$ cat config.mk
export PLATFORM = sky130hd
export DESIGN_NAME = mandelbrot_frame_ctrl
export DESIGN_NICKNAME = d
export VERILOG_FILES = /design/src/rtl/mandelbrot_frame_ctrl.sv
export SDC_FILE = /design/constraint.sdc
export NUM_CORES = 1
export LEC_CHECK = 0
export ABC_CLOCK_PERIOD_IN_PS = 3700
export BUFFER_PORTS_ARGS = -buffer_cell sky130_fd_sc_hd__clkbuf_2
export CAP_MARGIN = 5
export CORE_MARGIN = 1.5
export CORE_UTILIZATION = 53
export CTS_BUF_LIST = sky130_fd_sc_hd__clkbuf_8
export DETAILED_ROUTE_END_ITERATION = 7
export GPL_TIMING_DRIVEN = 0
export PLACE_DENSITY = 0.79
export SLEW_MARGIN = 30
export SYNTH_ARGS = -nofsm -noshare
export SYNTH_HDL_FRONTEND = slang
export SYNTH_SLANG_ARGS = --single-unit
export TNS_END_PERCENT = 1
$ cat constraint.sdc
create_clock -name clk -period 3.7 [get_ports clk]
set_clock_uncertainty 0.15 [all_clocks]
set_input_delay 0.37 -clock clk [delete_from_list [all_inputs] [get_ports clk]]
set_output_delay 0.37 -clock clk [all_outputs]
set_load 0.02 [all_outputs]
$ cat src/rtl/mandelbrot_frame_ctrl.sv
// mandelbrot_frame_ctrl
//   Drives the mandelbrot engine one pixel at a time for one frame, or for
//   back-to-back frames when continuous is set. Frame configuration is held in
//   shadow registers that feed the engine config ports. Each pixel result goes
//   into a small FIFO. The FIFO is presented as a valid/ready pixel stream that
//   carries end-of-line and end-of-frame markers.
// Ports
//   clk, rst_n          clock, asynchronous active-low reset
//   frame_req           pulse: start a frame (dropped while busy)
//   continuous          restart automatically after end of frame
//   cfg_*               frame config, sampled in LOAD only
//   eng_run             one-cycle run pulse per pixel
//   eng_running         engine busy computing a pixel
//   eng_finished        engine end-of-frame flag
//   eng_ctr_out         engine pixel result
//   eng_*               shadow config to the engine
//   pix_valid/ready     pixel stream handshake
//   pix_data/eol/eof    pixel value and line/frame markers
//   busy                frame in progress
//   frame_done          one-cycle pulse after the eof pixel is pushed
//   sync_err            sticky engine/controller position mismatch
module mandelbrot_frame_ctrl #(
    parameter int BITWIDTH   = 10,
    parameter int CTRWIDTH   = 7,
    parameter int WIDTH      = 320,
    parameter int HEIGHT     = 240,
    parameter int FIFO_DEPTH = 4
) (
    input  logic                clk,
    input  logic                rst_n,
    input  logic                frame_req,
    input  logic                continuous,
    input  logic [CTRWIDTH-1:0] cfg_max_ctr,
    input  logic [2:0]          cfg_ctr_sel,
    input  logic [6:0]          cfg_scaling,
    input  logic [BITWIDTH-1:0] cfg_cr_off,
    input  logic [BITWIDTH-1:0] cfg_ci_off,
    output logic                eng_run,
    input  logic                eng_running,
    input  logic                eng_finished,
    input  logic [3:0]          eng_ctr_out,
    output logic [CTRWIDTH-1:0] eng_max_ctr,
    output logic [2:0]          eng_ctr_sel,
    output logic [6:0]          eng_scaling,
    output logic [BITWIDTH-1:0] eng_cr_off,
    output logic [BITWIDTH-1:0] eng_ci_off,
    output logic                pix_valid,
    input  logic                pix_ready,
    output logic [3:0]          pix_data,
    output logic                pix_eol,
    output logic                pix_eof,
    output logic                busy,
    output logic                frame_done,
    output logic                sync_err
);

    localparam int XW = (WIDTH > 1) ? $clog2(WIDTH) : 1;
    localparam int YW = (HEIGHT > 1) ? $clog2(HEIGHT) : 1;
    localparam int PW = (FIFO_DEPTH > 1) ? $clog2(FIFO_DEPTH) : 1;
    localparam int CW = $clog2(FIFO_DEPTH + 1);

    typedef enum logic [1:0] {
        S_IDLE,
        S_LOAD,
        S_ISSUE,
        S_WAIT
    } state_t;

    state_t              state_q, state_d;
    logic [XW-1:0]       x_q, x_d;
    logic [YW-1:0]       y_q, y_d;
    logic                running_q;
    logic                eng_run_q, eng_run_d;
    logic                busy_q, busy_d;
    logic                frame_done_q, frame_done_d;
    logic                sync_err_q, sync_err_d;
    logic [CTRWIDTH-1:0] max_ctr_q, max_ctr_d;
    logic [2:0]          ctr_sel_q, ctr_sel_d;
    logic [6:0]          scaling_q, scaling_d;
    logic [BITWIDTH-1:0] cr_off_q, cr_off_d;
    logic [BITWIDTH-1:0] ci_off_q, ci_off_d;
    logic [5:0]          mem_q [FIFO_DEPTH];
    logic [5:0]          mem_d [FIFO_DEPTH];
    logic [PW-1:0]       wr_ptr_q, wr_ptr_d;
    logic [PW-1:0]       rd_ptr_q, rd_ptr_d;
    logic [CW-1:0]       count_q, count_d;

    logic push, pop, eol, eof, done;

    always_comb begin
        state_d      = state_q;
        x_d          = x_q;
        y_d          = y_q;
        frame_done_d = 1'b0;
        sync_err_d   = sync_err_q;
        max_ctr_d    = max_ctr_q;
        ctr_sel_d    = ctr_sel_q;
        scaling_d    = scaling_q;
        cr_off_d     = cr_off_q;
        ci_off_d     = ci_off_q;
        push         = 1'b0;
        eol          = (x_q == XW'(WIDTH - 1));
        eof          = eol && (y_q == YW'(HEIGHT - 1));
        done         = running_q && !eng_running;
        pop          = (count_q != '0) && pix_ready;

        case (state_q)
            S_IDLE: begin
                if (frame_req) state_d = S_LOAD;
            end
            S_LOAD: begin
                max_ctr_d = cfg_max_ctr;
                ctr_sel_d = cfg_ctr_sel;
                scaling_d = cfg_scaling;
                cr_off_d  = cfg_cr_off;
                ci_off_d  = cfg_ci_off;
                x_d       = '0;
                y_d       = '0;
                state_d   = S_ISSUE;
            end
            S_ISSUE: begin
                // eng_run_q is high exactly while ISSUE has FIFO room
                if (eng_run_q) state_d = S_WAIT;
            end
            S_WAIT: begin
                if (done) begin
                    push = 1'b1;
                    if (eof && !eng_finished) sync_err_d = 1'b1;
                    if (!eof && eng_finished) sync_err_d = 1'b1;
                    if (eol) begin
                        x_d = '0;
                        y_d = y_q + YW'(1);
                    end else begin
                        x_d = x_q + XW'(1);
                    end
                    if (eof) begin
                        y_d          = '0;
                        frame_done_d = 1'b1;
                        state_d      = continuous ? S_LOAD : S_IDLE;
                    end else begin
                        state_d = S_ISSUE;
                    end
                end
            end
            default: state_d = S_IDLE;
        endcase
    end

    always_comb begin
        mem_d    = mem_q;
        wr_ptr_d = wr_ptr_q;
        rd_ptr_d = rd_ptr_q;
        count_d  = count_q;
        if (push) begin
            mem_d[wr_ptr_q] = {eof, eol, eng_ctr_out};
            wr_ptr_d        = wr_ptr_q + PW'(1);
        end
        if (pop) rd_ptr_d = rd_ptr_q + PW'(1);
        case ({push, pop})
            2'b10:   count_d = count_q + CW'(1);
            2'b01:   count_d = count_q - CW'(1);
            default: count_d = count_q;
        endcase
    end

    // Run and busy are registered from the next-state values so that they
    // line up with the ISSUE state / non-IDLE states they describe.
    always_comb begin
        eng_run_d = (state_d == S_ISSUE) && (count_d < CW'(FIFO_DEPTH));
        busy_d    = (state_d != S_IDLE);
    end

    always_ff @(posedge clk or negedge rst_n) begin
        if (!rst_n) begin
            state_q      <= S_IDLE;
            x_q          <= '0;
            y_q          <= '0;
            running_q    <= 1'b0;
            eng_run_q    <= 1'b0;
            busy_q       <= 1'b0;
            frame_done_q <= 1'b0;
            sync_err_q   <= 1'b0;
            max_ctr_q    <= '0;
            ctr_sel_q    <= '0;
            scaling_q    <= '0;
            cr_off_q     <= '0;
            ci_off_q     <= '0;
            wr_ptr_q     <= '0;
            rd_ptr_q     <= '0;
            count_q      <= '0;
            for (int unsigned i = 0; i < FIFO_DEPTH; i++) mem_q[i] <= '0;
        end else begin
            state_q      <= state_d;
            x_q          <= x_d;
            y_q          <= y_d;
            running_q    <= eng_running;
            eng_run_q    <= eng_run_d;
            busy_q       <= busy_d;
            frame_done_q <= frame_done_d;
            sync_err_q   <= sync_err_d;
            max_ctr_q    <= max_ctr_d;
            ctr_sel_q    <= ctr_sel_d;
            scaling_q    <= scaling_d;
            cr_off_q     <= cr_off_d;
            ci_off_q     <= ci_off_d;
            wr_ptr_q     <= wr_ptr_d;
            rd_ptr_q     <= rd_ptr_d;
            count_q      <= count_d;
            mem_q        <= mem_d;
        end
    end

    // Issue requires free space, so a push into a full FIFO means a broken engine handshake.
    assert property (@(posedge clk) disable iff (!rst_n)
        !(push && (count_q == CW'(FIFO_DEPTH))));

    assign eng_run     = eng_run_q;
    assign busy        = busy_q;
    assign frame_done  = frame_done_q;
    assign sync_err    = sync_err_q;
    assign eng_max_ctr = max_ctr_q;
    assign eng_ctr_sel = ctr_sel_q;
    assign eng_scaling = scaling_q;
    assign eng_cr_off  = cr_off_q;
    assign eng_ci_off  = ci_off_q;
    assign pix_valid   = (count_q != '0);
    assign pix_data    = mem_q[rd_ptr_q][3:0];
    assign pix_eol     = mem_q[rd_ptr_q][4];
    assign pix_eof     = mem_q[rd_ptr_q][5];

endmodule
==> metrics.txt <==
NumNets Final=473; Worst setup endpoint=eng_run; initial cell density of the core=55.20%; Pleak=0.002260 µW; initial antenna violation count=0; Crit. Startpoint=state_q[0]; Setup violations, final=0; Post-CTS Hold Fix Bufs=1; Area Overhead vs Synth=21.08%; Resized cells post-CTS=0; reg2reg start=state_q[0]; P per Cell Area=658.5 nW/µm²; fin. max-slew vios=0; CTS tree=built; Die Ht=90.15 µm; worst rel slew slack=53.18%; crit path max fanout=8; Synth Register Bits=92; Tcrit/Tclk final=69.36%; Unique masters post-synth=46; CTS Buf Count=9; proportion of synthesized chip area in sequential cells=57.20%; Synth Flop Type=dfrtp_1; DIE AREA=8126 µm²; num rows=31; actual slew at the worst max-slew pin=700.5 ps; vias in the first global route=2846; FF-to-FF path depth=9; Residual DRC=0; Max Root-Sink Buffers=2; largest net degree at the start of global routing=82; DR vias=2810; Initial DRT Pass Iterations=4; Starting DRT DRC Count=99; worst skew pair latency=360 ps; # Post-CTS Setup Buffers=0; maximum vdd drop=0.0002070 V; max_cap viols=0; area of the core=7292 µm²; Worst setup EP type=register; startpoint types=register; adder-cell share of the synthesized area=2.673%; Vias/cell=5.393; PortBufs=95; GPL Wtd Cong=0.8059; worst hold path class=input pin to register; Worst-path clk slew=90 ps; unrepaired setup endpoints after global routing=false; complex-gate fraction of the synthesized area=7.554%; final wirelength=7816 µm; Clock Tree Root=clkbuf_8; crit path DAT=2650 ps; Critical R2R Capture=eng_run; status=complete, no violations; Fin. Hold Viols=0; average cell area after synthesis=13.03 µm²; Simple-Gate Fraction of Synth Area=9.419%; setup TNS=0 ps; htree depth=3; yosys warns=0; fin crit period=2566 ps; FILL cells=554; n_diodes=0; reg-to-reg slack, setup=1130 ps; area occupied by multi-input gates=1639 µm²; first-pass GRT wire length=13670 µm; post-synthesis xor/xnor area fraction=1.958%; die width=90.15 µm; GRT overflow=0; Register Area=2302 µm²; main combinational cell family by area after synthesis=multiplexers; layout cell share with drive strength beyond 1=43.13%; Post-synth EDFFs=0; WP data required=3790 ps; Total Power=3209 µW; Cell Area, Synth=4025 µm²; antenna-violating nets left=0; Fmax=389.7 MHz; dpl hpwl=5691 µm; mux cell area share after synthesis=19.09%; Syn Nets=365; I/O Pins=96; Sink Count=92; Crit Path Category=register to register; Post-Syn Instances=309; all-layer global routing usage=21.15%; wire length per cell=15.00 µm; ys async rst share=100.0%
==> sequential cells by signal, indices dropped and copies added, names as in the netlist, 2 cells and up <==
name,count
x_q,9
mem_q,24
state_q,2
eng_max_ctr,7
eng_ctr_sel,3
count_q,3
y_q,8
eng_scaling,7
rd_ptr_q,2
wr_ptr_q,2
eng_cr_off,10
eng_ci_off,10
==> how the worst min path moves through the flow <==
stage | depth (start not counted) | from | slack [ps] | to
6_report | 1 | eng_running | 20 | running_q
5_1_grt | 1 | eng_running | 10 | running_q
4_1_cts | 1 | eng_running | 8 | running_q
3_5_place_dp | 1 | rst_n | 70 | eng_cr_off[7]
3_3_place_gp | 1 | sync_err | 300 | sync_err
2_1_floorplan | 0 | rst_n | -80 | busy
==> metal layers <==
| layer | vias up | GRT usage [%] | wire (µm) | share of wire (%) |
|---|---|---|---|---|
| met3 | 8 | 4.569 | 401 | 5.1 |
| met2 | 92 | 32.58 | 3727 | 48 |
| met4 | 0 | 8.598 | 110 | 1.4 |
| met1 | 1370 | 29.36 | 3576 | 46 |
| li1 | 1340 | - | - | - |
| met5 | - | 0 | 0 | 0 |
==> cells by family after synthesis <==
logic type	count (synthesis)
simple gates	70
flops	92
fa+ha+maj	8
buf+inv	19
mux	62
compound gates	49
xor+xnor	9
==> final cells by class <==
| cell class | count | share of cell area (%) |
|---|---|---|
| buffer | 12 | 1.207 |
| clock buffer | 10 | 2.824 |
| clock inverter | 6 | 1.309 |
| inverter | 7 | 0.5392 |
| multi-input combinational | 198 | 33.63 |
| sequential | 92 | 47.24 |
| tap | 99 | 2.542 |
| timing repair buffer | 97 | 10.71 |
==> synthesized netlist by cell type, types with 3 or more instances <==
master,count,area (µm²)
or4_1,5,37.54
nand4_1,3,18.77
xnor2_1,7,61.31
nand3b_1,4,30.03
o31ai_1,5,37.54
nand4b_1,3,26.28
and2_1,4,25.02
ha_1,7,87.58
o21ai_0,11,55.05
mux2_2,54,608.1
clkbuf_1,5,18.77
nor2_1,8,30.03
mux4_2,6,135.1
dfrtp_1,92,2302
nand2_1,23,86.33
nand3_1,7,35.03
buf_2,5,25.02
inv_1,7,26.28
a21oi_1,17,85.08
==> where the power goes <==
group / internal, µW / leakage, µW / switching [µW]
registers: 1280 / 0.00115 / 171
clock network: 331 / 0.000104 / 344
logic: 494 / 0.00101 / 593
==> critical path, stage by stage, from the launching register on <==
cell	delay, ps
dfrtp_1	470
and4b_1	220
clkbuf_1	290
inv_1	130
ha_1	250
fa_1	380
xnor2_1	140
nor2_1	130
xor2_1	220
nor3_1	70
==> per-stage QoR <==
step / worst slack, ps / area [µm²] / util (%) / hold slack, ps / cells
2_1_floorplan: 1306 / 4025 / - / -75.59 / 309
3_3_place_gp: 1104 / 4624 / 63.42 / 297.2 / 503
3_5_place_dp: 1077 / 4661 / 63.92 / 67.69 / 504
4_1_cts: 1128 / 4872 / 66.82 / 8.435 / 521
5_1_grt: 921.1 / 4873 / 66.83 / 14.37 / 521
6_report: 1134 / 4873 / 66.83 / 23.51 / 521
==> cells in the final DEF, fill, tap and decap left out, types with 4 or more instances in the layout <==
master / instances
clkbuf_2: 94
dfrtp_1: 92
mux2_2: 54
nand2_1: 23
a21oi_1: 17
o21ai_0: 11
clkbuf_8: 11
nor2_1: 8
inv_1: 8
nand3_1: 7
xnor2_1: 7
ha_1: 7
mux4_2: 6
clkbuf_1: 5
buf_2: 5
or4_1: 5
o31ai_1: 5
and2_1: 4
nand3b_1: 4
Note: power is estimated with default switching activity, not from simulation.
